File: src/rtl/aexm_memseq.sv
// Memory-operation sequencer: holds the pipeline while data-side cache channels
// are enabled one after another, lowest channel first, with an optional busy timeout.
module aexm_memseq #(
  parameter int NCH = 2,
  parameter int CW  = 1,
  parameter int TOW = 8
) (
  input  logic           sys_clk_i,
  input  logic           sys_rst_i,
  input  logic [NCH-1:0] cache_busy,
  input  logic [NCH-1:0] memop_req,
  input  logic           dSKIP,
  input  logic           fSTALL,
  input  logic [TOW-1:0] timeout_lim,
  output logic           cpu_enable,
  output logic [NCH-1:0] cache_enable,
  output logic           cpu_mode_memop,
  output logic [CW-1:0]  memop_ch,
  output logic           timeout_err
);

  typedef enum logic [1:0] {RUN = 2'd0, MEM = 2'd1, ERR = 2'd2} state_t;

  state_t         stateReg, stateNext;
  logic [NCH-1:0] pendReg, pendNext;
  logic [TOW-1:0] tcntReg, tcntNext;
  logic [CW-1:0]  chReg, chNext;
  logic           errReg, errNext;

  logic [NCH-1:0] vreq;
  logic           runEnable;
  logic           issue;
  logic           busyCur;
  logic           timeoutHit;
  logic [TOW:0]   tcntInc;
  logic [CW-1:0]  issueIdx;
  logic [CW-1:0]  pendIdx;
  logic           unusedReqBit;

  // Index of the lowest set bit at or above position 1; bit 0 (instruction side) never queues.
  function automatic logic [CW-1:0] lowIdx(input logic [NCH-1:0] v);
    logic [CW-1:0] r;
    r = '0;
    for (int i = NCH - 1; i >= 1; i--) begin
      if (v[i]) r = CW'(i);
    end
    return r;
  endfunction

  assign unusedReqBit = memop_req[0];
  assign vreq       = {memop_req[NCH-1:1] & {(NCH-1){~dSKIP}}, 1'b0};
  assign runEnable  = ~|cache_busy;
  assign issue      = (stateReg == RUN) & runEnable & (|vreq);
  assign busyCur    = cache_busy[chReg];
  assign tcntInc    = {1'b0, tcntReg} + (TOW+1)'(1);
  // Compare the unsaturated increment so a saturated counter never matches again.
  assign timeoutHit = (timeout_lim != '0) && (tcntInc == {1'b0, timeout_lim});
  assign issueIdx   = lowIdx(vreq);
  assign pendIdx    = lowIdx(pendReg);

  always_ff @(posedge sys_clk_i) begin
    if (sys_rst_i) begin
      stateReg <= RUN;
      pendReg  <= '0;
      tcntReg  <= '0;
      chReg    <= '0;
      errReg   <= 1'b0;
    end else begin
      stateReg <= stateNext;
      pendReg  <= pendNext;
      tcntReg  <= tcntNext;
      chReg    <= chNext;
      errReg   <= errNext;
    end
  end

  always_comb begin
    stateNext = stateReg;
    pendNext  = pendReg;
    tcntNext  = tcntReg;
    chNext    = chReg;
    errNext   = errReg;
    case (stateReg)
      RUN: begin
        if (issue) begin
          stateNext = MEM;
          pendNext  = vreq & (vreq - NCH'(1));
          chNext    = issueIdx;
          tcntNext  = '0;
        end
      end
      MEM: begin
        if (busyCur) begin
          tcntNext = (tcntReg == '1) ? tcntReg : tcntInc[TOW-1:0];
          if (timeoutHit) begin
            stateNext = ERR;
            errNext   = 1'b1;
          end
        end else if (pendReg != '0) begin
          pendNext = pendReg & (pendReg - NCH'(1));
          chNext   = pendIdx;
          tcntNext = '0;
        end else begin
          stateNext = RUN;
        end
      end
      default: begin
        stateNext = ERR;
        errNext   = 1'b1;
      end
    endcase
  end

  always_comb begin
    cpu_enable     = 1'b0;
    cache_enable   = '0;
    cpu_mode_memop = 1'b0;
    memop_ch       = '0;
    timeout_err    = 1'b0;
    if (!sys_rst_i) begin
      memop_ch    = chReg;
      timeout_err = errReg;
      case (stateReg)
        RUN: begin
          cpu_enable      = runEnable;
          cache_enable[0] = runEnable & ~fSTALL;
          if (issue) cache_enable = cache_enable | (vreq & (~vreq + NCH'(1)));
        end
        MEM: begin
          cpu_mode_memop = 1'b1;
          if (!busyCur && pendReg != '0) cache_enable = pendReg & (~pendReg + NCH'(1));
        end
        default: timeout_err = 1'b1;
      endcase
    end
  end

endmodule

File: config.mk
export PLATFORM = sky130hd
export DESIGN_NAME = aexm_memseq
export DESIGN_NICKNAME = d
export VERILOG_FILES = /design/src/rtl/aexm_memseq.sv
export SDC_FILE = /design/constraint.sdc
export NUM_CORES = 1
export LEC_CHECK = 0
export ABC_CLOCK_PERIOD_IN_PS = 1800
export BUFFER_PORTS_ARGS = -buffer_cell sky130_fd_sc_hd__buf_2
export CAP_MARGIN = 5
export CELL_PAD_IN_SITES_DETAIL_PLACEMENT = 0
export CELL_PAD_IN_SITES_GLOBAL_PLACEMENT = 1
export CORE_UTILIZATION = 30
export DETAILED_ROUTE_END_ITERATION = 16
export PLACE_DENSITY = 0.76
export SLEW_MARGIN = 20
export SYNTH_ARGS = -nofsm -noshare
export SYNTH_HDL_FRONTEND = slang
export SYNTH_SLANG_ARGS = --single-unit
export TNS_END_PERCENT = 1
File: constraint.sdc
create_clock -name sys_clk_i -period 1.8 [get_ports sys_clk_i]
set_clock_uncertainty 0.1 [all_clocks]
set_input_delay 0.36 -clock sys_clk_i [delete_from_list [all_inputs] [get_ports sys_clk_i]]
set_output_delay 0.36 -clock sys_clk_i [all_outputs]
set_load 0.01 [all_outputs]
==> flow_summary_export.csv <==
group,metric,value,unit
outcome,outcome,"complete, but fails checks",
outcome,violations,"design-rule violations, negative setup slack",
sta,hold_viol_final,0,
detailed_routing,postRouteAntennaNets,0,
synth,synth_area_per_cell,8.240,µm²
sta,fmax,0.5244,GHz
synth,post-synth-top-count-cell,"dfxtp_1",
detailed_routing,via_per_inst,5.432,
power_and_ir_drop,power_density,436.3,mW/mm²
clocking,cts_tree,"done",
layout,fin_util,42.37,%
setup_path,crit_path_max_fanout,3,
detailed_routing,dr.pass1.iters,10,
placement,dp_worst_setup_slack,-0.02768,ns
clocking,ctsHoldBuffers,0,
layout,layout-drive-gt1-share,40.69,%
clocking,clk_pin_slew,0.08,ns
layout,area.growth.synth_to_final,31.05,%
layout,n_fill_cell,291,
floorplan,die_area,0.003274,mm²
clocking,cts_num_sinks,12,
synth,synthArstFlopShare,0,%
global_route,grt_pass1_vias,893,
detailed_routing,remaining_drc_errors,2,
clocking,insertion_delay,0.27,ns
sta,setup_viol,4,
synth,synth-xor-area-share,6.703,%
sta,fin_ws,-0.1069,ns
detailed_routing,dr_total_vias,956,
detailed_routing,routed_wl,2502,µm
synth,muxShareOfSynthArea,1.231,%
synth,ys.flop_type,"dfxtp_1",
floorplan,fp.dieH,57.22,µm
sta,max_slew_margin,71.91,%
power_and_ir_drop,leakage,0.0005181,µW
layout,multi_input_area,645.6,µm²
synth,synth_nets,128,
setup_path,cp_data_arrival_time,1.45,ns
sta,finalMaxSlewViolations,0,
synth,synth_top_area_share,26.27,%
synth,synthAdderAreaFrac,1.368,%
setup_path,worstReg2RegStart,"stateReg[0]$_SDFFE_PP0P_",
power_and_ir_drop,peakVddDrop,0.0001740,V
synth,synth_edf_count,0,
floorplan,io_pins,22,
floorplan,initial_core_util,32.33,%
clocking,htreeDepth,1,
setup_path,cp_data_required_time,1.34,ns
hold_path,hold_class,"input port to flip-flop",
layout,finish.net_count,164,
synth,synthTopCellsByArea,"dfxtp_1, a21oi_1, xor2_1",
global_route,grt_use_total,16.60,%
setup_path,crit_start,"stateReg[0]$_SDFFE_PP0P_",
synth,ys_types,44,
synth,synth_common_cells,"dfxtp_1, a21oi_1, nor2_1",
synth,ys_seq_elements,12,
floorplan,die_w,57.22,µm
global_route,grt_first_pass_wirelength,4119,µm
detailed_routing,drtIter0Drc,22,
hold_path,worstHoldStart,"sys_rst_i",
clocking,clockRootBuffer,"clkbuf_4",
sta,hold_slack,0.3382,ns
placement,io_buffers,20,
synth,synth_top_cell_by_area,"dfxtp_1",
floorplan,rows,19,
sta,fin_crit,1.907,ns
synth,synth.yosys.seq_area_share,26.27,%
synth,ys_warn_count,0,
detailed_routing,detail_route.wl_per_cell,14.22,µm
layout,diodes,0,
sta,rsz0062_at_grt,"yes",
sta,period_share,105.9,%
synth,synth_compound_area_share,20.79,%
global_route,antenna_found_initial,0,
synth,synth_top_family_by_area,"simple AND/OR/NAND/NOR gates",
setup_path,critPathKind,"flip-flop to primary output",
clocking,cts_buffer_depth,2,
placement,dp.cells,166,
layout,fin_area,0.001199,mm²
setup_path,cp-start-kind,"flip-flop",
layout,seqCellArea,242.7,µm²
global_route,globalRouteOverflowTotal,0,
placement,hpwl,1844,µm
placement,placed_cell_area,0.001082,mm²
setup_path,end_kind,"primary output",
layout,layout.cells.non_filler,176,
placement,gp_congestion,0.8098,
floorplan,core-area,0.002829,mm²
sta,worst_pin_slew,0.4178,ns
clocking,numCtsBuffers,3,
global_route,grt_max_degree,16,
flow_run,max_cap_viol_count,0,
synth,syn_inst,111,
synth,synth_simple_gate_area_share,37.76,%
synth,syn-cell-area,914.6,µm²
-- sequential cells by signal (all words and copies together) (netlist names) --
name	cells
tcntReg	8
stateReg	2
chReg	1
errReg	1
-- worst paths after layout --
check | cells after the start | to | slack [ns]
setup / recovery | 5 | cache_enable[1] | -0.11
hold / removal | 2 | tcntReg[0]$_SDFFE_PP0P_ | 0.34
setup reg to reg | 11 | stateReg[0]$_SDFFE_PP0P_ | -0.05
hold reg to reg | 2 | errReg$_SDFFE_PP0P_ | 0.42
-- power by group --
group,internal [µW],total (µW),switching (µW)
registers,267,268,1.24
clock network,77.4,169,91.7
logic,41.1,85.6,44.5
total,386,523,137
-- layer usage --
metal  routed length, µm  share of wire (%)  vias to the layer above  global-route usage [%]
met5                   0                  0                        -                       0
met4                  27                1.1                        0                   7.317
met3                  75                3.0                        2                   2.721
met2                1255                 50                       23                   28.40
met1                1143                 46                      449                   20.50
li1                    -                  -                      482                       -
-- layout by cell type (no fill, tap or decap), types with 2 or more instances in the layout --
master,n
and4_4,2
inv_1,3
nand3b_1,2
nand2b_1,2
buf_6,3
nand3_2,2
o21ai_0,5
a311oi_1,2
or3_1,2
a21oi_1,9
nor2_1,7
buf_4,14
o31a_1,2
and3_1,3
dfxtp_2,2
nor2b_1,4
xor2_1,4
nand2_1,6
xnor2_1,3
nand4_1,3
o21ai_1,3
nor3_1,5
dfxtp_1,10
clkbuf_4,3
buf_2,19
-- metrics by stage --
| stage | total power [µW] | setup TNS, ns |
|---|---|---|
| 6_report | 523.0 | -0.2442 |
| 5_1_grt | 540.3 | -0.4871 |
| 4_1_cts | 524.3 | -0.4553 |
| 3_5_place_dp | 352.0 | -0.04036 |
| 3_3_place_gp | 349.8 | -0.009608 |
| 2_1_floorplan | 318.9 | 0 |
-- layout make-up --
type                    count  share of cell area [%]
clock buffers               3                   1.879
well taps                  31                   3.236
flip-flops and latches     12                   20.25
multi-input cells          90                   53.86
repair buffers             36                   19.52
inverters                   4                   1.253
-- timing repair --
action,4_1_cts,5_1_grt
gates resized for setup,6,6
setup endpoints to repair,4,14
cloned,0,0
pin swaps,2,3
setup buffers,6,1
-- kinds of logic (layout without fill, tap and decap cells) --
kind of cell / after synthesis / count (layout)
AND/OR/NAND/NOR: 52 / 52
flip-flops: 12 / 12
multiplexers: 1 / 1
AO/OA/AOI/OAI: 29 / 29
buffers and inverters: 9 / 43
adder cells (fa/ha/maj): 1 / 1
XOR/XNOR: 7 / 7
-- critical path, stage by stage, from the launching register on --
cell and delay [ns]:
dfxtp_2 0.32, or4_4 0.51, nor2_4 0.11, nand2_2 0.06, inv_2 0.07, buf_6 0.09
(Power assumes the default switching activity.)
